### src/rtl/iir_tdm_pkg.sv
// Shared types and width helpers for the time-multiplexed IIR filter.
package iir_tdm_pkg;

  typedef enum logic [1:0] {
    ST_IDLE,
    ST_MAC,
    ST_ROUND,
    ST_OUT
  } state_e;

  function automatic int unsigned iir_clog2(input int unsigned v);
    int unsigned r;
    r = 0;
    while ((64'd1 << r) < 64'(v)) r++;
    return r;
  endfunction

  function automatic int unsigned iir_ch_width(input int unsigned ch);
    return (ch > 1) ? iir_clog2(ch) : 1;
  endfunction

  // Accumulator width: one full product, growth for every tap, plus a guard bit.
  function automatic int unsigned iir_acc_width(input int unsigned d, input int unsigned c,
                                                input int unsigned taps);
    return d + c + iir_clog2(taps) + 1;
  endfunction

endpackage

### src/rtl/iir_mac_sat.sv
// Signed multiply-accumulate with clear/enable, followed by round-half-up,
// arithmetic right shift and saturation into a registered output.
module iir_mac_sat
  import iir_tdm_pkg::*;
#(
  parameter int D_WIDTH     = 12,
  parameter int COEFF_WIDTH = 16,
  parameter int COEFF_FRAC  = 14,
  parameter int Y_WIDTH     = 12,
  parameter int ACC_W       = 32
) (
  input  logic                   clk,
  input  logic                   rst_n,
  input  logic                   clr,
  input  logic                   en,
  input  logic                   sub,
  input  logic [D_WIDTH-1:0]     opd,
  input  logic [COEFF_WIDTH-1:0] coef,
  input  logic                   round_en,
  output logic [Y_WIDTH-1:0]     y,
  output logic                   sat
);

  localparam int PW = D_WIDTH + COEFF_WIDTH;
  localparam logic signed [ACC_W-1:0] HALF = ACC_W'(1) << (COEFF_FRAC - 1);

  logic signed [PW-1:0]    prod;
  logic signed [ACC_W-1:0] prod_x;
  logic signed [ACC_W-1:0] acc_q;
  logic signed [ACC_W-1:0] rnd;
  logic signed [ACC_W-1:0] shr;
  logic [ACC_W-Y_WIDTH:0]  hi;
  logic                    clip;

  assign prod   = $signed(opd) * $signed(coef);
  assign prod_x = ACC_W'(prod);

  // Accumulator: cleared at sample start, adds b-taps and subtracts a-taps.
  always_ff @(posedge clk) begin
    if (!rst_n)   acc_q <= '0;
    else if (clr) acc_q <= '0;
    else if (en)  acc_q <= sub ? (acc_q - prod_x) : (acc_q + prod_x);
  end

  // Rounding and overflow detection: clipped when the bits above the output sign differ.
  always_comb begin
    rnd  = acc_q + HALF;
    shr  = rnd >>> COEFF_FRAC;
    hi   = shr[ACC_W-1:Y_WIDTH-1];
    clip = !((&hi) || !(|hi));
  end

  // Output register: loaded once per sample, held through the output handshake.
  always_ff @(posedge clk) begin
    if (!rst_n) begin
      y   <= '0;
      sat <= 1'b0;
    end else if (round_en) begin
      sat <= clip;
      if (clip) y <= shr[ACC_W-1] ? {1'b1, {(Y_WIDTH-1){1'b0}}} : {1'b0, {(Y_WIDTH-1){1'b1}}};
      else      y <= shr[Y_WIDTH-1:0];
    end
  end

endmodule

### src/rtl/iir_tdm.sv
// Multi-channel direct-form-I IIR filter sharing one multiplier across all taps
// and channels; runtime coefficient bank and per-channel x/y histories.
module iir_tdm
  import iir_tdm_pkg::*;
#(
  parameter int M           = 2,
  parameter int CHANNELS    = 2,
  parameter int X_WIDTH     = 12,
  parameter int Y_WIDTH     = 12,
  parameter int COEFF_WIDTH = 16,
  parameter int COEFF_FRAC  = 14
) (
  input  logic                                clk,
  input  logic                                rst_n,
  input  logic                                s_valid,
  output logic                                s_ready,
  input  logic [iir_ch_width(CHANNELS)-1:0]   s_chan,
  input  logic [X_WIDTH-1:0]                  s_data,
  output logic                                m_valid,
  input  logic                                m_ready,
  output logic [iir_ch_width(CHANNELS)-1:0]   m_chan,
  output logic [Y_WIDTH-1:0]                  m_data,
  output logic                                m_sat,
  input  logic                                coef_we,
  output logic                                coef_ready,
  input  logic [iir_clog2(2*M+1)-1:0]         coef_addr,
  input  logic [COEFF_WIDTH-1:0]              coef_data
);

  localparam int unsigned TAPS     = 2 * M + 1;
  localparam int unsigned TAP_W    = iir_clog2(TAPS);
  localparam int unsigned CH_W     = iir_ch_width(CHANNELS);
  localparam int unsigned D_WIDTH  = (X_WIDTH > Y_WIDTH) ? X_WIDTH : Y_WIDTH;
  localparam int unsigned ACC_W    = iir_acc_width(D_WIDTH, COEFF_WIDTH, TAPS);
  localparam int unsigned TAP_LAST = TAPS - 1;
  localparam int unsigned A_FIRST  = M + 1;

  state_e                   state_q, state_d;
  logic [TAP_W-1:0]         tap_q;
  logic [CH_W-1:0]          ch_q;
  logic signed [X_WIDTH-1:0] x_q;
  logic signed [COEFF_WIDTH-1:0] coef_q [TAPS];
  logic signed [X_WIDTH-1:0] x_hist [CHANNELS][M];
  logic signed [Y_WIDTH-1:0] y_hist [CHANNELS][M];

  logic                     chan_ok;
  logic                     acc_clr, mac_en, round_en;
  logic signed [D_WIDTH-1:0] opd;
  logic                     sub;

  assign chan_ok = {1'b0, s_chan} < (CH_W + 1)'(CHANNELS);
  assign m_chan  = ch_q;

  // State register.
  always_ff @(posedge clk) begin
    if (!rst_n) state_q <= ST_IDLE;
    else        state_q <= state_d;
  end

  // Next state and handshake/datapath strobes; out-of-range channels are accepted but never leave IDLE.
  always_comb begin
    state_d    = state_q;
    s_ready    = 1'b0;
    coef_ready = 1'b0;
    m_valid    = 1'b0;
    acc_clr    = 1'b0;
    mac_en     = 1'b0;
    round_en   = 1'b0;
    case (state_q)
      ST_IDLE: begin
        s_ready    = 1'b1;
        coef_ready = 1'b1;
        if (s_valid && chan_ok) begin
          acc_clr = 1'b1;
          state_d = ST_MAC;
        end
      end
      ST_MAC: begin
        mac_en = 1'b1;
        if (tap_q == TAP_W'(TAP_LAST)) state_d = ST_ROUND;
      end
      ST_ROUND: begin
        round_en = 1'b1;
        state_d  = ST_OUT;
      end
      ST_OUT: begin
        m_valid = 1'b1;
        if (m_ready) state_d = ST_IDLE;
      end
      default: state_d = ST_IDLE;
    endcase
  end

  // Operand select: tap 0 is the new sample, then x history, then y history (subtracted).
  always_comb begin
    opd = D_WIDTH'(x_q);
    sub = 1'b0;
    for (int unsigned k = 0; k < M; k++) begin
      if (tap_q == TAP_W'(k + 1)) opd = D_WIDTH'(x_hist[ch_q][k]);
      if (tap_q == TAP_W'(A_FIRST + k)) begin
        opd = D_WIDTH'(y_hist[ch_q][k]);
        sub = 1'b1;
      end
    end
  end

  // Coefficient bank, sample capture, tap counter and history commit on the output handshake.
  always_ff @(posedge clk) begin
    if (!rst_n) begin
      tap_q <= '0;
      ch_q  <= '0;
      x_q   <= '0;
      for (int unsigned t = 0; t < TAPS; t++) coef_q[t] <= '0;
      for (int unsigned c = 0; c < CHANNELS; c++) begin
        for (int unsigned k = 0; k < M; k++) begin
          x_hist[c][k] <= '0;
          y_hist[c][k] <= '0;
        end
      end
    end else begin
      if (coef_we && coef_ready && (coef_addr <= TAP_W'(TAP_LAST)))
        coef_q[coef_addr] <= coef_data;
      if (acc_clr) begin
        ch_q  <= s_chan;
        x_q   <= s_data;
        tap_q <= '0;
      end else if (mac_en) begin
        tap_q <= tap_q + 1'b1;
      end
      if (m_valid && m_ready) begin
        for (int unsigned k = 1; k < M; k++) begin
          x_hist[ch_q][k] <= x_hist[ch_q][k-1];
          y_hist[ch_q][k] <= y_hist[ch_q][k-1];
        end
        x_hist[ch_q][0] <= x_q;
        y_hist[ch_q][0] <= m_data;
      end
    end
  end

  iir_mac_sat #(
    .D_WIDTH    (D_WIDTH),
    .COEFF_WIDTH(COEFF_WIDTH),
    .COEFF_FRAC (COEFF_FRAC),
    .Y_WIDTH    (Y_WIDTH),
    .ACC_W      (ACC_W)
  ) u_mac (
    .clk     (clk),
    .rst_n   (rst_n),
    .clr     (acc_clr),
    .en      (mac_en),
    .sub     (sub),
    .opd     (opd),
    .coef    (coef_q[tap_q]),
    .round_en(round_en),
    .y       (m_data),
    .sat     (m_sat)
  );

endmodule

### config.mk
export PLATFORM = sky130hd
export DESIGN_NAME = iir_tdm
export DESIGN_NICKNAME = d
export VERILOG_FILES = /design/src/rtl/iir_tdm_pkg.sv /design/src/rtl/iir_mac_sat.sv /design/src/rtl/iir_tdm.sv
export SDC_FILE = /design/constraint.sdc
export NUM_CORES = 1
export LEC_CHECK = 0
export BUFFER_PORTS_ARGS = -buffer_cell sky130_fd_sc_hd__buf_2
export CELL_PAD_IN_SITES_DETAIL_PLACEMENT = 0
export CELL_PAD_IN_SITES_GLOBAL_PLACEMENT = 1
export CORE_AREA = 4 4 215 217
export CTS_CLUSTER_SIZE = 24
export DETAILED_ROUTE_END_ITERATION = 6
export DIE_AREA = 0 0 219 221
export GPL_ROUTABILITY_DRIVEN = 0
export PLACE_DENSITY_LB_ADDON = 0.1
export SYNTH_ARGS = -nofsm -noshare
export SYNTH_HDL_FRONTEND = slang
export SYNTH_SLANG_ARGS = --single-unit
### constraint.sdc
create_clock -name clk -period 15.6 [get_ports clk]
set_input_delay 3.12 -clock clk [delete_from_list [all_inputs] [get_ports clk]]
set_output_delay 3.12 -clock clk [all_outputs]
set_load 0.1 [all_outputs]
======== After elaboration in Yosys (flattened, before gate mapping) ========
Memories as Yosys holds them, arrays and structs flattened. A register that Yosys moved wholly into a read port is not among the register bits.
Index checks and enable logic that the tools add are counted.
word-level totals
  flip-flop bits (word level) ............. 63
  latch bits .............................. 0
  memory bits (writable) .................. 176
  ROM bits ................................ 0
  bits of input ports ..................... 37
  output and inout bits ................... 17
  word-level logic and storage cells ...... 82
  memories kept ........................... 3
cells by class
  $add $sub $neg .......................... 4
  multiply operators ...................... 1
  div/mod/pow operators ................... 0
  order comparisons ....................... 1
  equality and inequality tests ........... 10
  shift-type cells ........................ 0
  muxes and demuxes ....................... 41
  bitwise logic cells ..................... 1
  reductions and logical operators ........ 14
memory list
  memory  words  width  rd ports  clocked after Yosys merged registers in  write ports  RTL line       RTL
  coef_q  5      16     1         1                                        5            iir_tdm.sv:42  logic signed [COEFF_WIDTH-1:0] coef_q [TAPS];
  x_hist  2      24     1         1                                        2            iir_tdm.sv:43  logic signed [X_WIDTH-1:0] x_hist [CHANNELS][M];
  y_hist  2      24     1         1                                        2            iir_tdm.sv:44  logic signed [Y_WIDTH-1:0] y_hist [CHANNELS][M];
operators with widths
  cell                      number
  $mux W12                  6
  $mux W24                  2
  $reduce_or A24 Y1         2
  $add A32 B15 Y32 const B  1
  $add A32 B28 Y32          1
  $mux W32                  1
  $sub A32 B28 Y32          1
  $mul A12 B16 Y28          1
  $mux W1                   24
  $mux W16                  1
  $reduce_or A16 Y1         1
  $mux W3                   3
  $pmux W2 S4               1
  $reduce_and A7 Y1         1
  $reduce_or A7 Y1          1
  $eq A3 B2 Y1 const B      2
  $mux W2                   3
  $ne A2 B2 Y1 const B      3
  $eq A2 B2 Y1 const B      2
  $add A3 B1 Y3 const B     1
  $eq A3 B1 Y1 const B      1
  $eq A3 B3 Y1 const B      1
  $le A3 B3 Y1 const B      1
  $logic_and A1 B1 Y1       3
  7 further kinds           8

======== Longest topological paths before layout ========
Gate-level depths: netlist of run 1.
  word-level depth ........................ 9
  gate-level depth with buffers ........... 46
  depth with buffers taken out ............ 42

======== Modules after synthesis ========
A second synthesis of run 1 with hierarchy kept.
second synthesis, totals
  cell total of the unflattened synthesis .. 2100
  area, all modules ....................... 22077.4 µm²
by module, submodules not included
  module       instances  cells an instance  area each (µm²)  seq. area each (µm²)
  iir_mac_sat  1          1369               11290.8          900.9
  iir_tdm      1          731                10786.6          7166.9

======== Least setup slack after synthesis of run 1 ========
Ideal clock, no wire load.
  path kind ............................... register to register
  start point ............................. register (tool-made name)
  end point ............................... register u_mac.acc_q[31]
  setup time .............................. 0.071 ns
  arrival time ............................ 10.089 ns
  required time ........................... 15.529 ns
  path slack .............................. 5.441 ns
  cell stages (with the launch flop) ...... 38
  buffers on the path ..................... 6
  period minus slack after synthesis ...... 10.159 ns
  cell sequence ........................... dfxtp_1 buf_2 buf_1 buf_1 buf_1 mux2i_1 o21ai_0 clkbuf_1 nand2_1 fa_1 inv_1 fa_1 fa_1 fa_1 inv_1 fa_1 inv_1 ha_1 [2 not listed] a21o_1 a221oi_4 o21bai_1 or4_1 nand3_1 or4b_1 o21ai_0 xor2_1 ha_1 nand3_1 nor2_1 o211ai_1 nand3_1 a41o_1 a31oi_1 and4_2 or3_1 a21oi_1
RTL lines
  item                    RTL line           RTL
  end signal: assignment  iir_mac_sat.sv:42  else if (en) acc_q <= sub ? (acc_q - prod_x) : (acc_q + prod_x);
  end: declaration        iir_mac_sat.sv:29  logic signed [ACC_W-1:0] acc_q;

======== Final worst setup path of run 1 ========
  start point ............................. register tap_q[1]
  end point ............................... register u_mac.acc_q[31]
on the way
  longest elaborated chain between the ends .. 8
  elaborated cells on any way between the ends .. 14
  classes of those cells .................. add/sub: 2; mul: 1; eq/ne: 4; mux: 7
RTL lines
  item                                                         RTL line           RTL
  start: declaration                                           iir_tdm.sv:39      logic [TAP_W-1:0] tap_q;
  start signal: assignment                                     iir_tdm.sv:128     tap_q <= tap_q + 1'b1;
  $eq A3 B1 Y1                                                 iir_tdm.sv:99      if (tap_q == TAP_W'(k + 1)) opd = D_WIDTH'(x_hist[ch_q][k]);
  $mux W12                                                     iir_tdm.sv:99
  $mux W12                                                     iir_tdm.sv:100     if (tap_q == TAP_W'(A_FIRST + k)) begin
  $mux W12                                                     iir_tdm.sv:99
  $mux W12                                                     iir_tdm.sv:100
  $mul A12 B16 Y28                                             iir_mac_sat.sv:35  assign prod = $signed(opd) * $signed(coef);
  $add A32 B28 Y32 / $sub A32 B28 Y32 (equally long branches)  iir_mac_sat.sv:42
  $mux W32 *                                                   iir_mac_sat.sv:42
Mark *: on every way between the ends. The rest lies on a longest branch, timed or not.
A chain may end at the register's enable or synchronous reset.

==> metrics.txt, run 1 <==
# TYPE chip_impl_metric gauge
chip_impl_info{name="cp-end-kind",value="flop"} 1
chip_impl_metric{name="die_width",unit="microns"} 219
chip_impl_metric{name="report.final.setup_viol",unit=""} 0
chip_impl_metric{name="antenna_left",unit=""} 0
chip_impl_metric{name="drt_first_iter_violations",unit=""} 882
chip_impl_metric{name="postRouteWirelength",unit="microns"} 51700
chip_impl_metric{name="drtPass1Iterations",unit=""} 5
chip_impl_info{name="tritoncts_clock_tree",value="done"} 1
chip_impl_metric{name="syn-cell-area",unit="sq um"} 22000
chip_impl_info{name="critical_path_class",value="flop to flop"} 1
chip_impl_info{name="worst_setup_path_start_kind",value="flop"} 1
chip_impl_metric{name="clk-insertion-delay-late",unit="ps"} 590
chip_impl_metric{name="die-area",unit="sq um"} 48400
chip_impl_metric{name="total_of_flip_flops_plus_latches_after_synthesis",unit=""} 291
chip_impl_metric{name="final_net_count",unit=""} 2488
chip_impl_info{name="grt_setup_unrepaired",value="false"} 1
chip_impl_metric{name="min_path_cells",unit=""} 2
chip_impl_metric{name="synth-compound-area-share",unit=""} 0.0872
chip_impl_metric{name="core-area",unit="sq um"} 44100
chip_impl_metric{name="synthMuxAreaShare",unit=""} 0.0755
chip_impl_metric{name="final_period_minus_worst_setup_slack",unit="ps"} 10600
chip_impl_metric{name="track_usage",unit=""} 0.219
chip_impl_info{name="cts-root-buf",value="sky130_fd_sc_hd__clkbuf_16"} 1
chip_impl_info{name="largest_cells_by_area_after_synthesis",value="sky130_fd_sc_hd__edfxtp_1 31%, sky130_fd_sc_hd__fa_1 16%, sky130_fd_sc_hd__dfxtp_1 6.1%"} 1
chip_impl_metric{name="worst-path-max-fanout",unit=""} 24
chip_impl_metric{name="synth.top_cell.area_share",unit=""} 0.306
chip_impl_metric{name="post_cts_resize_count",unit=""} 0
chip_impl_info{name="yosysTopAreaCell",value="sky130_fd_sc_hd__edfxtp_1"} 1
chip_impl_info{name="hp-class",value="flop to flop"} 1
chip_impl_metric{name="slew-limit-headroom",unit=""} 0.279
chip_impl_metric{name="rr_worst_depth",unit=""} 37
chip_impl_info{name="reg2reg_to",value="u_mac.acc_q[31]$_SDFFE_PP0P_"} 1
chip_impl_metric{name="synthAdderAreaFrac",unit=""} 0.221
chip_impl_metric{name="critPathRequiredTime",unit="ps"} 16120
chip_impl_metric{name="stdcell_area",unit="sq um"} 24000
chip_impl_metric{name="vias",unit=""} 15000
chip_impl_metric{name="drt-vias-per-instance",unit=""} 5.36
chip_impl_info{name="worst_path_dominant_cell_family",value="adder cells"} 1
chip_impl_metric{name="grt_start_max_net_pins",unit=""} 49
chip_impl_metric{name="portBuffers",unit=""} 53
chip_impl_metric{name="max_slew_violation_count",unit=""} 0
chip_impl_metric{name="max_clock_freq",unit="GHz"} 0.0943
chip_impl_info{name="result_of_the_run",value="finished clean"} 1
chip_impl_metric{name="synthSimpleGateAreaFrac",unit=""} 0.155
chip_impl_metric{name="post_synth.cell_area_avg",unit="sq um"} 10.4
chip_impl_metric{name="timing.final.hold_violations",unit=""} 0
chip_impl_metric{name="tritoncts_buffer_count",unit=""} 31
chip_impl_metric{name="crit_path_max_incr_delay",unit="ps"} 730
chip_impl_metric{name="clock_sinks",unit=""} 291
chip_impl_info{name="top_reg_cell_synth",value="sky130_fd_sc_hd__edfxtp_1"} 1
chip_impl_metric{name="synthCells",unit=""} 2106
chip_impl_metric{name="ys_seq_area_frac",unit=""} 0.367
chip_impl_info{name="synth_top_family_by_area",value="adder cells"} 1
chip_impl_metric{name="cap_viol_max_count",unit=""} 0
chip_impl_metric{name="die_y_extent",unit="microns"} 221
chip_impl_metric{name="overflow_after_grt",unit=""} 0
chip_impl_metric{name="synth-warning-count",unit=""} 0
chip_impl_metric{name="cts.repair_timing.setup_buffer_count",unit=""} 0
chip_impl_metric{name="ys_types",unit=""} 82
chip_impl_metric{name="finalSetupTns",unit="ps"} 0
chip_impl_metric{name="htree_levels",unit=""} 1
chip_impl_metric{name="synth_edf_count",unit=""} 224
chip_impl_metric{name="worst_ep_arrival_time",unit="ps"} 11120
chip_impl_metric{name="post_route_cells_drive_above_1_share",unit=""} 0.0965
chip_impl_metric{name="ctsHoldBuffers",unit=""} 0
chip_impl_metric{name="transition_time_at_the_pin_with_the_least_slew_margin",unit="ps"} 1080
chip_impl_metric{name="post_detailed_route_wirelength_per_cell",unit="microns"} 18.5
chip_impl_metric{name="place.detailed.hpwl",unit="microns"} 37700
chip_impl_metric{name="synth-xor-area-share",unit=""} 0.0339
chip_impl_metric{name="worstPathBufferInverterCount",unit=""} 5
chip_impl_metric{name="first_global_vias",unit=""} 15700
chip_impl_metric{name="syn_to_final_growth",unit="%"} 9.26
chip_impl_metric{name="timing.reg2reg.setup_slack",unit="ps"} 5000
chip_impl_info{name="mostFrequentLayoutCells",value="248 x sky130_fd_sc_hd__inv_1, 224 x sky130_fd_sc_hd__edfxtp_1, 192 x sky130_fd_sc_hd__nand2_1"} 1
chip_impl_metric{name="path_clk_slew",unit="ps"} 60
chip_impl_metric{name="grt_first_pass_wirelength",unit="microns"} 85400
chip_impl_metric{name="critical_path_cell_count",unit=""} 37
chip_impl_metric{name="detail_route.drc_violations",unit=""} 0
chip_impl_metric{name="initial_core_util",unit=""} 0.498
chip_impl_metric{name="post_dp_cell_area",unit="sq um"} 23000
chip_impl_metric{name="number_of_antenna_violations_at_the_first_check_in_global_routing",unit=""} 1
chip_impl_metric{name="io_pins",unit=""} 54
chip_impl_info{name="leading_cell_type_in_the_layout_fill_and_taps_excluded",value="sky130_fd_sc_hd__inv_1"} 1
chip_impl_metric{name="cts_buffer_depth",unit=""} 3
chip_impl_metric{name="rows",unit=""} 77
chip_impl_metric{name="final_hold_slack",unit="ps"} 480
chip_impl_metric{name="clock-skew-final",unit="ps"} 38.8
chip_impl_info{name="cp_slowest_cell",value="sky130_fd_sc_hd__o41a_1"} 1
chip_impl_info{name="hold-path-endpoint",value="u_mac.acc_q[0]$_SDFFE_PP0P_"} 1
chip_impl_info{name="hold_path.startpoint",value="u_mac.acc_q[0]$_SDFFE_PP0P_"} 1
chip_impl_info{name="timing.rr.start",value="tap_q[1]$_SDFFE_PP0P_"} 1
chip_impl_metric{name="asyncSetResetFlopFracSynth",unit=""} 0
chip_impl_metric{name="finalCritPeriodShare",unit=""} 0.680
## flip-flops by register name, indices dropped and copies added, names as in the netlist, named ones only
signal,count
state_q,2
tap_q,3
coef_q,128
m_chan,1
x_hist,48
u_mac.sat,1
y_hist,48
u_mac.y,12
u_mac.acc_q,32
x_q,12
## layout make-up
cell class,count,area (sq um)
Sequential cell,291,8070
Tap cell,592,741
Clock inverter,14,129
Timing Repair Buffer,86,513
Fill cell,3997,20100
Inverter,248,931
Multi-Input combinational cell,1513,12800
Clock buffer,44,845
Antenna cell,1,2.50
## per-stage QoR
step | utilization | setup WS, ps | cells
after floorplan | - | 5440 | 2153
after global placement | 0.522 | 5360 | 2730
after detailed placement | 0.522 | 5110 | 2730
after CTS | 0.544 | 5090 | 2788
after global routing | 0.544 | 4220 | 2789
final | 0.544 | 5000 | 2789
## how the worst max path moves through the flow
stage / startpoint / to
after detailed placement: tap_q[1]$_SDFFE_PP0P_ / u_mac.acc_q[31]$_SDFFE_PP0P_
after global routing: tap_q[1]$_SDFFE_PP0P_ / u_mac.acc_q[31]$_SDFFE_PP0P_
final: tap_q[1]$_SDFFE_PP0P_ / u_mac.acc_q[31]$_SDFFE_PP0P_
after floorplan: flop / u_mac.acc_q[31]$_SDFFE_PP0P_
after CTS: tap_q[1]$_SDFFE_PP0P_ / u_mac.acc_q[31]$_SDFFE_PP0P_
after global placement: tap_q[1]$_SDFFE_PP0P_ / u_mac.acc_q[31]$_SDFFE_PP0P_
## synth_stat cells, drive strengths merged (3+ instances only)
master,instances
nor2b,34
or2,13
o31ai,5
edfxtp,224
and3,32
a211oi,29
o21ai,43
nor3,23
and2,134
fa,179
nor4,7
nand4,8
a21o,27
nor2,168
nand2b,33
nand2,193
ha,101
a2111oi,8
mux2,15
buf,20
a31oi,7
dfxtp,67
mux4,32
o211ai,26
nand3b,4
clkbuf,81
xor2,27
xnor2,58
mux2i,77
o21a,9
inv,248
a21oi,99
nor3b,5
or4,3
o21bai,6
nand3,21
## layer usage
metal / global-route usage / routed length, microns / share of wire
met4: 0.0359 / 737 / 0.014
met1: 0.304 / 23400 / 0.45
met2: 0.379 / 25800 / 0.50
met3: 0.0224 / 1800 / 0.035
met5: 0 / 0 / 0
## kinds of logic after synthesis
family          Yosys count
compound gates          287
simple gates            689
buf+inv                 349
fa+ha+maj               280
xor+xnor                 85
mux                     124
flops                   291
other cells               1
## worst min-delay path: cells and delay by family (launching register included)
family             cells  cell delay, ps
AOI/OAI and AO/OA      1              50
DFF                    1             310
and+or+nand+nor        1              80
Power of run 1 is not shown: default switching activity piles up to over one toggle a cycle in this logic, so the estimate is an artifact.
==> run 2, diff against run 1 <==
- clock period: 15.6 -> 10.8 ns (I/O delays scaled with it)
==> metrics.txt, run 2 (same netlist as run 1, synthesis figures left out) <==
# TYPE chip_impl_metric gauge
chip_impl_metric{name="path_clk_slew",unit="ps"} 60
chip_impl_info{name="critical_path_class",value="flop to flop"} 1
chip_impl_metric{name="number_of_antenna_violations_at_the_first_check_in_global_routing",unit=""} 2
chip_impl_info{name="worst_path_dominant_cell_family",value="adder cells"} 1
chip_impl_metric{name="fillCellCount",unit=""} 3988
chip_impl_metric{name="drt_first_iter_violations",unit=""} 995
chip_impl_info{name="cts-root-buf",value="sky130_fd_sc_hd__clkbuf_16"} 1
chip_impl_info{name="cp_slowest_cell",value="sky130_fd_sc_hd__o41a_1"} 1
chip_impl_metric{name="die_y_extent",unit="microns"} 221
chip_impl_metric{name="die-area",unit="sq um"} 48400
chip_impl_info{name="cp-end-kind",value="flop"} 1
chip_impl_metric{name="drt-vias-per-instance",unit=""} 5.39
chip_impl_metric{name="min_path_cells",unit=""} 2
chip_impl_metric{name="slew-limit-headroom",unit=""} 0.262
chip_impl_metric{name="worst_ep_arrival_time",unit="ps"} 10600
chip_impl_info{name="worst_setup_path_start_kind",value="flop"} 1
chip_impl_metric{name="max_clock_freq",unit="GHz"} 0.0986
chip_impl_metric{name="grt_start_max_net_pins",unit=""} 38
chip_impl_metric{name="final_period_minus_worst_setup_slack",unit="ps"} 10140
chip_impl_metric{name="max_slew_violation_count",unit=""} 0
chip_impl_metric{name="htree_levels",unit=""} 2
chip_impl_metric{name="timing.reg2reg.setup_slack",unit="ps"} 660
chip_impl_info{name="hold_path.startpoint",value="u_mac.acc_q[0]$_SDFFE_PP0P_"} 1
chip_impl_metric{name="vias",unit=""} 15100
chip_impl_metric{name="transition_time_at_the_pin_with_the_least_slew_margin",unit="ps"} 1110
chip_impl_metric{name="syn_to_final_growth",unit="%"} 10.5
chip_impl_metric{name="rows",unit=""} 77
chip_impl_metric{name="first_global_vias",unit=""} 15800
chip_impl_info{name="top_regs",value="coef_q x128, x_hist x48, y_hist x48"} 1
chip_impl_info{name="tritoncts_clock_tree",value="done"} 1
chip_impl_metric{name="place.detailed.hpwl",unit="microns"} 38900
chip_impl_metric{name="antenna_left",unit=""} 0
chip_impl_metric{name="cap_viol_max_count",unit=""} 0
chip_impl_metric{name="largest_reg_flops",unit=""} 128
chip_impl_metric{name="place_inst",unit=""} 2744
chip_impl_metric{name="track_usage",unit=""} 0.223
chip_impl_metric{name="io_pins",unit=""} 54
chip_impl_metric{name="initial_core_util",unit=""} 0.498
chip_impl_metric{name="clock_sinks",unit=""} 291
chip_impl_info{name="hp-class",value="flop to flop"} 1
chip_impl_metric{name="worst-path-max-fanout",unit=""} 12
chip_impl_metric{name="report.final.setup_viol",unit=""} 0
chip_impl_metric{name="finalNonFillerCells",unit=""} 2805
chip_impl_metric{name="drtPass1Iterations",unit=""} 5
chip_impl_info{name="mostFrequentLayoutCells",value="248 x sky130_fd_sc_hd__inv_1, 224 x sky130_fd_sc_hd__edfxtp_1, 191 x sky130_fd_sc_hd__nand2_1"} 1
chip_impl_metric{name="detail_route.drc_violations",unit=""} 0
chip_impl_info{name="top_register",value="coef_q"} 1
chip_impl_info{name="reg2reg_to",value="u_mac.acc_q[31]$_SDFFE_PP0P_"} 1
chip_impl_metric{name="rr_worst_depth",unit=""} 36
chip_impl_metric{name="post_detailed_route_wirelength_per_cell",unit="microns"} 18.7
chip_impl_metric{name="cts_buffer_depth",unit=""} 3
chip_impl_metric{name="critPathRequiredTime",unit="ps"} 11250
chip_impl_metric{name="timing.final.hold_violations",unit=""} 0
chip_impl_info{name="result_of_the_run",value="finished clean"} 1
chip_impl_info{name="grt_setup_unrepaired",value="false"} 1
chip_impl_metric{name="crit_path_max_incr_delay",unit="ps"} 550
chip_impl_metric{name="portBuffers",unit=""} 53
chip_impl_metric{name="post_route_cells_drive_above_1_share",unit=""} 0.108
chip_impl_metric{name="postRouteWirelength",unit="microns"} 52400
chip_impl_metric{name="finalCoreUtilization",unit=""} 0.550
chip_impl_metric{name="finalCritPeriodShare",unit=""} 0.939
chip_impl_metric{name="finalSetupTns",unit="ps"} 0
chip_impl_metric{name="final_net_count",unit=""} 2505
chip_impl_metric{name="core-area",unit="sq um"} 44100
chip_impl_info{name="worst_path_most_repeated_cell",value="sky130_fd_sc_hd__fa_1"} 1
chip_impl_metric{name="tritoncts_buffer_count",unit=""} 34
chip_impl_metric{name="clock-skew-final",unit="ps"} 16.2
chip_impl_metric{name="die_width",unit="microns"} 219
chip_impl_metric{name="overflow_after_grt",unit=""} 0
chip_impl_metric{name="grt_first_pass_wirelength",unit="microns"} 85900
chip_impl_metric{name="worstPathBufferInverterCount",unit=""} 5
chip_impl_metric{name="clk-insertion-delay-late",unit="ps"} 530
chip_impl_info{name="hold-path-endpoint",value="u_mac.acc_q[0]$_SDFFE_PP0P_"} 1
chip_impl_metric{name="antenna_diode_count",unit=""} 0
chip_impl_info{name="leading_cell_type_in_the_layout_fill_and_taps_excluded",value="sky130_fd_sc_hd__inv_1"} 1
run 2: cell type report:
type	instances	area (sq um)	share of cell area
repair buffers	100	622	0.0256
clock buffers	43	926	0.0381
multi-input cells	1513	12800	0.527
inverters	248	931	0.0383
flip-flops and latches	291	8070	0.332
clock inverters	18	190	0.00783
well taps	592	741	0.0305
run 2: tightest hold or removal path, delay by kind of cell (launching register included):
family	cells	cell delay, ps
flip-flops	1	310
AND/OR/NAND/NOR	1	80
AO/OA/AOI/OAI	1	50
run 2: metrics by stage:
stage          hold slack, ps  worst slack [ps]  area, sq um
2_1_floorplan             454               641        22200
3_3_place_gp              466               803        23100
3_5_place_dp              477               576        23100
4_1_cts                   484               508        24300
5_1_grt                   511              2.73        24300
6_report                  483               657        24300
run 2: worst max-delay path by stage:
| stage | start | endpoint | slack [ps] | cells past startpoint |
|---|---|---|---|---|
| after floorplan | flop | u_mac.acc_q[31]$_SDFFE_PP0P_ | 640 | 37 |
| after global placement | tap_q[1]$_SDFFE_PP0P_ | u_mac.acc_q[31]$_SDFFE_PP0P_ | 800 | 39 |
| after detailed placement | tap_q[1]$_SDFFE_PP0P_ | u_mac.acc_q[31]$_SDFFE_PP0P_ | 580 | 39 |
| after CTS | tap_q[1]$_SDFFE_PP0P_ | u_mac.acc_q[31]$_SDFFE_PP0P_ | 510 | 40 |
| after global routing | flop | u_mac.acc_q[31]$_SDFFE_PP0P_ | 3 | 36 |
| final | flop | u_mac.acc_q[31]$_SDFFE_PP0P_ | 660 | 36 |
run 2: timing repair:
action / CTS / global route
hold buffers: 0 / 0
resized for setup: 0 / 7
buffers inserted: 0 / 0
endpoints found under the setup margin: 0 / 1
run 2: routing by layer:
layer / GRT usage / share of wire
met3: 0.0307 / 0.042
met5: 0 / 0
met1: 0.306 / 0.45
met2: 0.375 / 0.49
met4: 0.0573 / 0.022
Power of run 2 is left out for the same reason.
==> run 3, diff against run 2 <==
- ABC_AREA: unset -> 1
- CORE_AREA: 4 4 215 217 -> 4 4 221 223
- DIE_AREA: 0 0 219 221 -> 0 0 225 227
==> metrics.txt, run 3 <==
# TYPE chip_impl_metric gauge
chip_impl_metric{name="grt_start_max_net_pins",unit=""} 65
chip_impl_metric{name="post_detailed_route_wirelength_per_cell",unit="microns"} 17.3
chip_impl_info{name="leading_cell_type_in_the_layout_fill_and_taps_excluded",value="sky130_fd_sc_hd__nand2_1"} 1
chip_impl_metric{name="cts.repair_timing.setup_buffer_count",unit=""} 0
chip_impl_info{name="grt_setup_unrepaired",value="false"} 1
chip_impl_metric{name="tritoncts_buffer_count",unit=""} 34
chip_impl_metric{name="clock-skew-final",unit="ps"} 22.3
chip_impl_info{name="top_register",value="coef_q"} 1
chip_impl_metric{name="max_slew_violation_count",unit=""} 0
chip_impl_info{name="hold_path.startpoint",value="x_q[5]$_SDFFE_PN0P_"} 1
chip_impl_metric{name="ys_seq_area_frac",unit=""} 0.356
chip_impl_metric{name="first_global_vias",unit=""} 18800
chip_impl_info{name="top_regs",value="coef_q x128, x_hist x48, y_hist x48"} 1
chip_impl_info{name="worst_setup_path_start_kind",value="flop"} 1
chip_impl_metric{name="cts_buffer_depth",unit=""} 3
chip_impl_info{name="cp_slowest_cell",value="sky130_fd_sc_hd__fa_1"} 1
chip_impl_info{name="hp-class",value="flop to flop"} 1
chip_impl_metric{name="rows",unit=""} 79
chip_impl_info{name="result_of_the_run",value="finished clean"} 1
chip_impl_metric{name="initial_core_util",unit=""} 0.487
chip_impl_metric{name="track_usage",unit=""} 0.242
chip_impl_metric{name="synthCells",unit=""} 2801
chip_impl_metric{name="worst_ep_arrival_time",unit="ps"} 10420
chip_impl_info{name="mostFrequentLayoutCells",value="639 x sky130_fd_sc_hd__nand2_1, 504 x sky130_fd_sc_hd__inv_1, 385 x sky130_fd_sc_hd__nor2_1"} 1
chip_impl_info{name="worst_setup_path_startpoint",value="tap_q[0]$_SDFFE_PP0P_"} 1
chip_impl_metric{name="synth.top_cell.area_share",unit=""} 0.297
chip_impl_info{name="synth.top_cells.by_count",value="647 x sky130_fd_sc_hd__nand2_1, 504 x sky130_fd_sc_hd__inv_1, 385 x sky130_fd_sc_hd__nor2_1"} 1
chip_impl_info{name="timing.rr.start",value="tap_q[0]$_SDFFE_PP0P_"} 1
chip_impl_info{name="worst_path_most_repeated_cell",value="sky130_fd_sc_hd__inv_1"} 1
chip_impl_metric{name="finalSetupTns",unit="ps"} 0
chip_impl_metric{name="final_hold_slack",unit="ps"} 512
chip_impl_metric{name="finalNonFillerCells",unit=""} 3495
chip_impl_metric{name="drtPass1Iterations",unit=""} 5
chip_impl_metric{name="asyncSetResetFlopFracSynth",unit=""} 0
chip_impl_info{name="largest_cells_by_area_after_synthesis",value="sky130_fd_sc_hd__edfxtp_1 30%, sky130_fd_sc_hd__fa_1 16%, sky130_fd_sc_hd__nand2_1 11%"} 1
chip_impl_metric{name="gr-usage-met1",unit=""} 0.329
chip_impl_metric{name="final_net_count",unit=""} 3180
chip_impl_metric{name="postRouteWirelength",unit="microns"} 60600
chip_impl_metric{name="grt_first_pass_wirelength",unit="microns"} 98500
chip_impl_metric{name="synth-warning-count",unit=""} 0
chip_impl_metric{name="portBuffers",unit=""} 53
chip_impl_metric{name="htree_levels",unit=""} 2
chip_impl_metric{name="drt_first_iter_violations",unit=""} 1190
chip_impl_metric{name="antenna_diode_count",unit=""} 0
chip_impl_metric{name="total_of_flip_flops_plus_latches_after_synthesis",unit=""} 291
chip_impl_metric{name="overflow_after_grt",unit=""} 0
chip_impl_metric{name="clk-insertion-delay-late",unit="ps"} 550
chip_impl_metric{name="max_clock_freq",unit="GHz"} 0.100
chip_impl_metric{name="slew-limit-headroom",unit=""} 0.272
chip_impl_metric{name="post_synth.cell_area_avg",unit="sq um"} 8.10
chip_impl_metric{name="dp_worst_setup_slack",unit="ps"} 670
chip_impl_metric{name="die_y_extent",unit="microns"} 227
chip_impl_metric{name="drt-vias-per-instance",unit=""} 5.24
chip_impl_info{name="cp-end-kind",value="flop"} 1
chip_impl_metric{name="setup_ws",unit="ps"} 814
chip_impl_info{name="grt_busiest_layer",value="met2"} 1
chip_impl_metric{name="clock_sinks",unit=""} 291
chip_impl_metric{name="transition_time_at_the_pin_with_the_least_slew_margin",unit="ps"} 1090
chip_impl_metric{name="cap_viol_max_count",unit=""} 0
chip_impl_metric{name="detail_route.drc_violations",unit=""} 0
chip_impl_metric{name="report.final.setup_viol",unit=""} 0
chip_impl_metric{name="post_route_cells_drive_above_1_share",unit=""} 0.0551
chip_impl_metric{name="critPathRequiredTime",unit="ps"} 11230
chip_impl_metric{name="die-area",unit="sq um"} 51100
chip_impl_metric{name="finalCritPeriodShare",unit=""} 0.925
chip_impl_metric{name="crit_path_max_incr_delay",unit="ps"} 550
chip_impl_metric{name="timing.final.hold_violations",unit=""} 0
chip_impl_metric{name="gr-usage-met2",unit=""} 0.417
chip_impl_metric{name="ys_types",unit=""} 49
chip_impl_metric{name="place.detailed.hpwl",unit="microns"} 45800
chip_impl_metric{name="core-area",unit="sq um"} 46600
chip_impl_metric{name="path_clk_slew",unit="ps"} 60
chip_impl_info{name="critical_path_class",value="flop to flop"} 1
chip_impl_metric{name="place_inst",unit=""} 3434
chip_impl_info{name="top_reg_cell_synth",value="sky130_fd_sc_hd__edfxtp_1"} 1
chip_impl_info{name="yosysTopAreaCell",value="sky130_fd_sc_hd__edfxtp_1"} 1
chip_impl_metric{name="synth_edf_count",unit=""} 224
chip_impl_metric{name="die_width",unit="microns"} 225
chip_impl_metric{name="grt_use_met3",unit=""} 0.0295
chip_impl_info{name="cts-root-buf",value="sky130_fd_sc_hd__clkbuf_16"} 1
chip_impl_metric{name="timing.reg2reg.setup_slack",unit="ps"} 810
chip_impl_metric{name="largest_reg_flops",unit=""} 128
chip_impl_metric{name="final_period_minus_worst_setup_slack",unit="ps"} 9990
chip_impl_info{name="yosysMostFrequentCell",value="sky130_fd_sc_hd__nand2_1"} 1
chip_impl_metric{name="worst-path-max-fanout",unit=""} 16
chip_impl_metric{name="antenna_left",unit=""} 0
chip_impl_metric{name="syn-cell-area",unit="sq um"} 22700
chip_impl_info{name="tritoncts_clock_tree",value="done"} 1
chip_impl_metric{name="vias",unit=""} 18300
chip_impl_metric{name="syn_to_final_growth",unit="%"} 9.24
chip_impl_metric{name="io_pins",unit=""} 54
chip_impl_metric{name="number_of_antenna_violations_at_the_first_check_in_global_routing",unit=""} 0
-- run 3: stage by stage --
stage / utilization / cell area [sq um]
floorplan: - / 22900
global placement: 0.508 / 23600
detailed placement: 0.508 / 23600
CTS: 0.532 / 24800
global route: 0.532 / 24800
finish: 0.532 / 24800
-- run 3: repair_timing --
| action | CTS | global route |
|---|---|---|
| endpoints found under the setup margin | 0 | 5 |
| resized for setup | 0 | 9 |
| hold endpoints to repair | 0 | 0 |
| hold buffers | 0 | 0 |
-- run 3: cells by family after synthesis --
kind of cell	synth area share
simple gates	0.210
buf+inv	0.101
compound gates	0.0906
flops	0.356
fa+ha+maj	0.214
xor+xnor	0.0251
mux	0.00309
other cells	0.000165
-- run 3: final cells by class --
class / instances / area (sq um)
sequential: 291 / 8070
fill: 4452 / 21800
clock buffer: 44 / 948
timing repair buffer: 68 / 378
inverter: 518 / 1950
multi-input combinational: 1950 / 12500
tap: 607 / 759
clock inverter: 17 / 164
-- run 3: final timing paths --
kind                                   to  cells past startpoint
max          u_mac.acc_q[23]$_SDFFE_PP0P_                     41
min                   x_q[5]$_SDFFE_PN0P_                      2
max reg2reg  u_mac.acc_q[23]$_SDFFE_PP0P_                     41
min reg2reg           x_q[5]$_SDFFE_PN0P_                      2
-- run 3: metal layers --
metal	up-vias	routed length [microns]
met5	-	0
met4	0	1420
met3	91	2690
met2	465	29100
met1	8870	27300
li1	8895	-
-- run 3: critical path, delay by kind of cell, from the launching register on --
family	cells	cell delay (ps)
DFF	1	340
and+or+nand+nor	9	1540
AOI/OAI and AO/OA	11	2160
xor gates and xnor gates	3	750
adders and majority gates	9	4000
buffers and inverters	9	1090
Power of run 3 is left out for the same reason.
